--- config.mk ---
export PLATFORM = sky130hd
export DESIGN_NAME = vc_credit_sender
export DESIGN_NICKNAME = d
export VERILOG_FILES = /design/src/rtl/vc_credit_sender.sv
export SDC_FILE = /design/constraint.sdc
export NUM_CORES = 1
export LEC_CHECK = 0
export CORE_MARGIN = 1
export CORE_UTILIZATION = 39
export DETAILED_ROUTE_END_ITERATION = 10
export PLACE_DENSITY = 0.78
export SYNTH_ARGS = -nofsm -noshare
export SYNTH_HDL_FRONTEND = slang
export SYNTH_SLANG_ARGS = --single-unit
--- constraint.sdc ---
create_clock -name clk -period 3 [get_ports clk]
set_clock_uncertainty 0.15 [all_clocks]
set_input_delay 0.45 -clock clk [delete_from_list [all_inputs] [get_ports clk]]
set_output_delay 0.45 -clock clk [all_outputs]
set_load 0.005 [all_outputs]
--- src/rtl/vc_credit_sender.sv ---
// vc_credit_sender
//
// Credit-based sender for one virtual channel of a link. The sender starts
// with p_num_credits credits, one per slot of the downstream receive queue.
// It spends one credit per message sent and regains one each time the
// downstream queue frees a slot (credit_ret). The link itself has no
// back-pressure, so a message is only accepted when a credit is in hand.
//
// Handshake: a message transfers on the enq side in any cycle where
// enq_val && enq_rdy are both high at posedge clk. enq_rdy never looks at
// enq_val. The producer must hold enq_msg stable while enq_val is high and
// enq_rdy is low. The link side is valid-only: send_val/send_msg are
// registered and appear exactly one cycle after the transfer.
//
// Configuration macro: VC_CREDIT_SENDER_BYPASS_EN
//   undefined (default): a returned credit can be spent from the next cycle.
//   defined: a credit arriving while the counter is at zero can be spent in
//            the same cycle (enq_rdy also rises on credit_ret).
//
// Ports
//   clk          in   clock, all state updates on posedge
//   reset        in   synchronous, active-low reset
//   enq_val      in   producer message valid
//   enq_rdy      out  sender accepts a message this cycle (0 during reset)
//   enq_msg      in   producer message [p_msg_nbits]
//   send_val     out  registered, message on link this cycle
//   send_msg     out  registered link message [p_msg_nbits], holds when idle
//   credit_ret   in   one credit returned by the downstream queue
//   num_credits  out  credits currently available [c_cnt_nbits]
//   err_overflow out  sticky, a credit came back with the counter already full

module vc_credit_sender #(
    parameter int p_msg_nbits   = 8,
    parameter int p_num_credits = 2,
    localparam int c_cnt_nbits  = $clog2(p_num_credits + 1)
) (
    input  logic                   clk,
    input  logic                   reset,
    input  logic                   enq_val,
    output logic                   enq_rdy,
    input  logic [p_msg_nbits-1:0] enq_msg,
    output logic                   send_val,
    output logic [p_msg_nbits-1:0] send_msg,
    input  logic                   credit_ret,
    output logic [c_cnt_nbits-1:0] num_credits,
    output logic                   err_overflow
);

    localparam logic [c_cnt_nbits-1:0] c_max = c_cnt_nbits'(p_num_credits);
    localparam logic [c_cnt_nbits-1:0] c_one = c_cnt_nbits'(1);

    logic do_enq;

    // Gated by reset so the producer never sees a transfer while the
    // sender is being cleared.
    always_comb begin
        enq_rdy = 1'b0;
`ifdef VC_CREDIT_SENDER_BYPASS_EN
        enq_rdy = reset && ((num_credits != '0) || credit_ret);
`else
        enq_rdy = reset && (num_credits != '0);
`endif
        do_enq = enq_val && enq_rdy;
    end

    always_ff @(posedge clk) begin
        if (!reset) begin
            send_val     <= 1'b0;
            send_msg     <= '0;
            num_credits  <= c_max;
            err_overflow <= 1'b0;
        end else begin
            send_val <= do_enq;
            if (do_enq) begin
                send_msg <= enq_msg;
            end

            // Spend and return in the same cycle cancel out. With bypass
            // this also covers the zero-credit case: the returning credit is
            // spent immediately and the counter stays at zero.
            if (do_enq && !credit_ret) begin
                num_credits <= num_credits - c_one;
            end else if (!do_enq && credit_ret) begin
                if (num_credits == c_max) begin
                    // Downstream returned more credits than it owns:
                    // saturate and flag it permanently.
                    err_overflow <= 1'b1;
                end else begin
                    num_credits <= num_credits + c_one;
                end
            end
        end
    end

endmodule

==> out/results.txt, run 1 <==
Clock-pin slew was measured on the worst setup and hold paths at 0.07 ns. The standard cell core area came out at 1170 µm². During placement, the flow inserted port buffers numbering 24. The combinational family with the most area after synthesis is multiplexers.

Summed over all nets, the switching power comes to 0.0000842 W. The die is 38.3 µm wide. Dividing the detail-routed wire length by the instance count gives 10.4 µm.

The detail route stage leaves a number of antenna-violating nets equal to 0. The min-delay analysis places its worst path in the category reg2reg. The flow ran to the end, and the final reports show no timing, DRC or antenna violations.

The run gives 0.752 as the worst relative slew slack. Primary flip-flop cell chosen by synthesis mapping: sky130_fd_sc_hd__dfxtp_1. The switching fraction of total power came out at 0.221. TritonCTS built the clock tree.

The commonest cells after synthesis are sky130_fd_sc_hd__dfxtp_1, sky130_fd_sc_hd__mux2i_1, sky130_fd_sc_hd__nor2b_1. The CTS sink count is 12. In the post-synthesis netlist, the biggest area contributors are sky130_fd_sc_hd__dfxtp_1, sky130_fd_sc_hd__mux2i_1, sky130_fd_sc_hd__nor2b_1, sky130_fd_sc_hd__ha_1, sky130_fd_sc_hd__o21ai_4.

At the pin with the least slew margin, the transition time is 0.371 ns. The startpoint identified for the worst hold timing path is err_overflow. Synthesis inferred 12 register bits.

The pre-antenna-repair detailed-routing pass consisted of 4 iterations. Number of max-cap violations: 0. The worst setup path is launched from an input pin. For the maximum level of the CTS H-tree, the log shows 1. The run gives 2.40 ns as the required time of the worst setup path. The critical path is of the in2out type. The area growth from synthesis to layout came out at 54.4%.

The complex-gate fraction of the synthesized area was 0.0951; the via count was 415. Yosys mapped a number of flops with a built-in enable equal to 0. Adding up every negative setup slack in the final design gives 0 ns.

Startpoint of the worst setup timing path: reset. The worst setup path is captured at an output pin. The die height was 38.3 µm; the power per standard cell area was 480 nW/µm². The clock latency reported for the late side of the worst-skew pair is 0.26 ns. Number of hold buffers added after cts: 0.

The tools report the count of endpoints failing hold in the final timing report as 0. Total power for the finished layout comes to 0.000380 W. Setup repair after global routing left no endpoint under its margin.

The logs give 368 for the via count of the first global-routing pass and 0.468 for the fraction of the yosys area taken by sequential cells. The share of synthesized cell area in full adder, half adder and majority cells came out at 0.0488. The parity-gate share of the synthesized area counting xor and xnor cells was 0.0171; the portion of total power attributed to sequential cells was 0.474.

The number of antenna repair diodes came out at 0. The run gives 0 as the remaining global-route overflow. In this run the mean area of a mapped cell was 10.3 µm². Across the VDD grid, the largest voltage drop is 0.273 mV. Entering global routing, the biggest net connects 13 pins. The routability congestion estimate is 0.627, and the mux cell area share after synthesis is 0.156.

Count of unique library cells instantiated by Yosys: 16. The max-slew violation total from the final report was 0; the total routing usage reported by global routing was 0.165. In the routed layout, each cell is associated on average with a via count of 4.61. Combinational share of power: 0.202.

Root buffer selected by CTS: sky130_fd_sc_hd__clkbuf_4. The run gives 0.438 as the initial standard-cell utilization of the core. The worst register-to-register path begins at num_credits[0]. The simple-gate share of the synthesized area is 0.156. Timing would allow up to 415 MHz. The relative contribution of the clock network to total power came out at 0.325. Fill cells in the final layout number 101.

Among all cell types in the netlist, the one instantiated most often is sky130_fd_sc_hd__dfxtp_1. Number of antenna violations at the first check in global routing: 0. In the synthesized netlist, the number of instances is 50.

After clock tree synthesis, the repair step resized 0 gates. The post-synthesis async set-or-reset flop share is 0. The TritonCTS buffer count was 3.

The top-level port count was 25; the standby leakage power was 0.346 nW. The yosys synthesis warning count came out at 0. The internal power summed over all cells came out at 0.000296 W.

In this run, the number of DRC markers left after iteration 0 of detailed routing was 5. The share of final-layout standard cells stronger than drive strength 1 was 0.0658; the number of buffers between clock root and the deepest sink was 2. After detailed routing, the total wire length is 936 µm. In this run the cell area of the synthesized design comes to 513 µm². The tools report the die footprint as 1460 µm². The number of setup buffers added after CTS is 0, and the share of the cycle needed by the critical path after routing is 0.803. The floorplan has 12 rows. The logs give 0.676 for the fraction of the core area covered by cells at the end of the flow and 1.81 ns for the arrival time of the worst setup path. The first global-routing pass estimated 1490 µm of wire. The fraction of post-synthesis cell area in the top cell type by area was 0.468.

Summed over all instances, the cell type with the most area after synthesis is sky130_fd_sc_hd__dfxtp_1. The run gives 91 as the total number of nets in the final design. Of all nets on the critical path, the largest fanout is 12. The routed design could run at a clock period as short as 2.41 ns.

Setup violations remaining at the end of the flow were counted as 0. After detailed routing, the number of remaining DRC violations is 0. The HPWL after detailed placement is 718 µm. The post-synth net total is 64.
-- cell usage in the layout (no fill, tap or decap) --
master / netlist / routed
sky130_fd_sc_hd__ha_1: 2 / 2
sky130_fd_sc_hd__nor2_1: 2 / 2
sky130_fd_sc_hd__nor2b_1: 8 / 8
sky130_fd_sc_hd__o21ai_0: 2 / 2
sky130_fd_sc_hd__o21a_1: 2 / 2
sky130_fd_sc_hd__nand2_1: 3 / 3
sky130_fd_sc_hd__or3_1: 1 / 1
sky130_fd_sc_hd__clkdlybuf4s50_1: 0 / 24
sky130_fd_sc_hd__a21boi_0: 1 / 1
sky130_fd_sc_hd__inv_1: 4 / 4
sky130_fd_sc_hd__xnor2_1: 1 / 1
sky130_fd_sc_hd__o21ai_4: 1 / 1
sky130_fd_sc_hd__dfxtp_1: 12 / 12
sky130_fd_sc_hd__nand3_1: 1 / 1
sky130_fd_sc_hd__clkbuf_8: 0 / 1
sky130_fd_sc_hd__mux2i_1: 8 / 8
sky130_fd_sc_hd__clkbuf_4: 0 / 3
-- sequential cells by signal, summed over array words and instances, names as in the netlist --
signal        cells
send_msg          8
num_credits       2
err_overflow      1
send_val          1
-- per-layer routing --
metal / global-route usage / wire length (µm)
met5: 0 / 0
met4: 0.161 / 19
met3: 0.0523 / 50
met2: 0.258 / 459
met1: 0.168 / 407
-- area by class of cell --
type / count / area (µm²) / share of cell area
Inverter: 4 / 15.0 / 0.0190
Tap cell: 14 / 17.5 / 0.0221
Sequential cell: 12 / 240 / 0.303
Clock buffer: 4 / 36.3 / 0.0458
Timing Repair Buffer: 24 / 240 / 0.303
Multi-Input combinational cell: 32 / 243 / 0.306
-- stage by stage --
step | worst slack [ns] | hold slack, ns | std cells | cell area, µm²
after global routing | 0.512 | 0.343 | 90 | 792
final | 0.592 | 0.323 | 90 | 792
after CTS | 0.583 | 0.329 | 90 | 792
after floorplan | 1.30 | 0.314 | 50 | 513
after detailed placement | 0.589 | 0.306 | 86 | 756
after global placement | 0.607 | 0.306 | 86 | 756
-- power groups by stage --
stage	Combinational, W	Sequential [W]	Clock [W]
after detailed placement	0.0000780	0.000184	0
after CTS	0.0000783	0.000180	0.000127
after global routing	0.0000846	0.000182	0.000137
after floorplan	0.0000349	0.000183	0
after global placement	0.0000769	0.000184	0
final	0.0000767	0.000180	0.000123
-- final timing paths --
| check | to | slack (ns) | cells past startpoint |
|---|---|---|---|
| worst max-delay path | enq_rdy | 0.59 | 3 |
| worst min-delay path | err_overflow | 0.32 | 1 |
| worst max register to register | num_credits[1] | 1.25 | 6 |
| worst min register to register | err_overflow | 0.32 | 1 |
-- critical path: stages --
cell and delay [ns]:
sky130_fd_sc_hd__clkdlybuf4s50_1 0.66, sky130_fd_sc_hd__o21a_1 0.19, sky130_fd_sc_hd__clkdlybuf4s50_1 0.50
-- cell families after synthesis --
family	count (synthesis)
xor gates and xnor gates	1
and+or+nand+nor	15
adders and majority gates	2
AOI/OAI and AO/OA	6
muxes	8
buffers and inverters	6
DFF	12
(Power assumes the default switching activity.)
==> inputs of run 2 (changes only) <==
Settings changed: CORE_UTILIZATION 39 to 34, PLACE_DENSITY 0.78 to 0.72.
Clock period 3 ns to 2 ns, I/O delays scaled along.
==> out/results.txt, run 2 (synthesis gave the netlist of run 1 again) <==
The run gives 376 as the via count of the first global-routing pass. In this run the remaining antenna-violating nets after routing total 0. The clock latency reported for the late side of the worst-skew pair came out at 0.27 ns.

Arrival time of the worst setup path: 1.42 ns. In this design, the stage delay of the slowest critical-path cell is 0.50 ns. The logs give 13 for the site row count and 435 for the via count. Ranked by flip-flop count, first place goes to send_msg.

The routed via count divided by cell count is 4.68, and the area growth from synthesis to layout is 57.6%. The first-pass GRT wire length is 1420 µm. The flow ran to the end, and the final reports show no timing, DRC or antenna violations. The worst-case IR drop observed on VDD is 0.516 mV.

The family with the most delay on the worst path was buffers and inverters. The count of buffers added on input and output ports is 24. For the max-slew violation total from the final report, the log shows 0. Leaving out fill and tap cells, the most frequent cells in the layout are sky130_fd_sc_hd__clkdlybuf4s50_1, sky130_fd_sc_hd__dfxtp_1, sky130_fd_sc_hd__mux2i_1, sky130_fd_sc_hd__nor2b_1, sky130_fd_sc_hd__inv_1. The run gives 0 as the number of setup buffers added after CTS.

The logs give 0.136 for the total routing usage reported by global routing and 1670 µm² for the die footprint. The flip-flop count of the largest register, all copies and words added is 8. The worst setup path is captured at an output pin. The top-level port count came out at 25. For the pin with the worst max-slew slack, the measured transition is 0.370 ns.

Across the run, the number of max-cap violations was 0. Share of the cycle needed by the critical path after routing: 0.937. TritonCTS buffer count: 3. Classification of the worst-slack hold path: reg2reg. The largest registers in the layout are send_msg x8, num_credits x2.

For the maximum level of the CTS H-tree, the log shows 1. For the number of antenna violations at the first check in global routing, the log shows 0. The minimum clock period is 1.87 ns, and the power per standard cell area is 716 nW/µm². In this run, post-CTS repair resized a total of 0 instances. For this block, the initial DRC count from the detailed router was 5.

The run gives 0.380 as the initial standard-cell utilization of the core. TritonCTS built the clock tree. Critical path start-end classification: reg2out. The worst relative slew slack came out at 0.752. The floorplan step set the die height to 40.8 µm. For the number of optimization iterations in the first detailed-route pass, the log shows 3.

The clock-pin transition on the worst setup and hold timing paths is 0.07 ns, and the fraction of the core area covered by cells at the end of the flow is 0.599. At the end of the flow, the number of nets in the layout was 93. Data on the critical path is required at its endpoint by 1.55 ns.

Leaving out fill and tap cells, the most frequent cell in the layout is sky130_fd_sc_hd__clkdlybuf4s50_1. The average wire per standard cell is 10.5 µm. Measured along the x axis, the die boundary spans 40.8 µm. The number of hold buffers added after cts was 0. The run gives 12 as the CTS sink count. At the placement stage, the worst setup path has a slack of 0.0203 ns.

The routed design has 978 µm of wire. For this design, the slowest cell found on the critical path is sky130_fd_sc_hd__clkdlybuf4s50_1. The congestion estimate from routability-driven global placement came to 0.670. The worst setup path is launched from a register. In this run the worst path has a maximum fanout of 7. The standard cell core area is 1350 µm², and the slack of the critical path is 0.127 ns.

Derived from the worst setup path, the maximum achievable clock frequency is 534 MHz. Entering global routing, the biggest net connects 12 pins. For the summed negative setup slack over all endpoints, the log shows 0 ns. The share of final-layout standard cells stronger than drive strength 1 is 0.0897.

The buffering stage count on the worst path with inverters included works out to 1. Setup repair after global routing left no endpoint under its margin. Root buffer selected by CTS: sky130_fd_sc_hd__clkbuf_4. The logs give 0 for the number of antenna repair diodes and 2 for the number of buffers between clock root and the deepest sink.

The critical path goes through o21a_1, clkdlybuf4s50_1. The standby leakage power was 0.356 nW. After detailed routing, the number of remaining DRC violations is 0. Setup violations remaining at the end of the flow were counted as 0. The total power consumption of the routed design is 0.000579 W, and the count of endpoints failing hold in the final timing report is 0.

Summed over all layers, the global routing overflow is 0.
run 2: changes by cell type in the layout (fill, tap and decap cells not counted):
| cell | delta |
|---|---|
| sky130_fd_sc_hd__buf_4 | +2 |
run 2: path summary, 6_finish.rpt:
check	cells past startpoint	to	slack, ns	startpoint
setup reg to reg	6	num_credits[1]	0.28	num_credits[1]
hold / removal	1	err_overflow	0.34	err_overflow
setup / recovery	2	enq_rdy	0.13	num_credits[1]
hold reg to reg	1	err_overflow	0.34	err_overflow
run 2: power by group:
group / switching, W / internal [W] / total, W
combinational: 0.0000418 / 0.0000797 / 0.000122
clock: 0.0000795 / 0.000111 / 0.000190
sequential: 0.0000108 / 0.000257 / 0.000268
run 2: routing by layer:
metal,vias to the layer above,part of all wire,global-route usage
met1,193,0.46,0.132
met2,21,0.43,0.234
met3,0,0.12,0.0978
li1,221,-,-
met5,-,0,0
met4,0,0,0.0250
run 2: cell type report:
| class | count | area (µm²) |
|---|---|---|
| inverters | 4 | 15.0 |
| multi-input cells | 32 | 243 |
| fillers | 121 | 542 |
| flip-flops and latches | 12 | 240 |
| well taps | 15 | 18.8 |
| clock buffers | 4 | 36.3 |
| repair buffers | 26 | 255 |
run 2: through the flow:
| step | area (µm²) | hold slack, ns | std cells |
|---|---|---|---|
| global route | 808 | 0.368 | 93 |
| CTS | 808 | 0.334 | 93 |
| global placement | 772 | 0.309 | 89 |
| finish | 808 | 0.336 | 93 |
| detailed placement | 772 | 0.315 | 89 |
| floorplan | 513 | 0.284 | 50 |
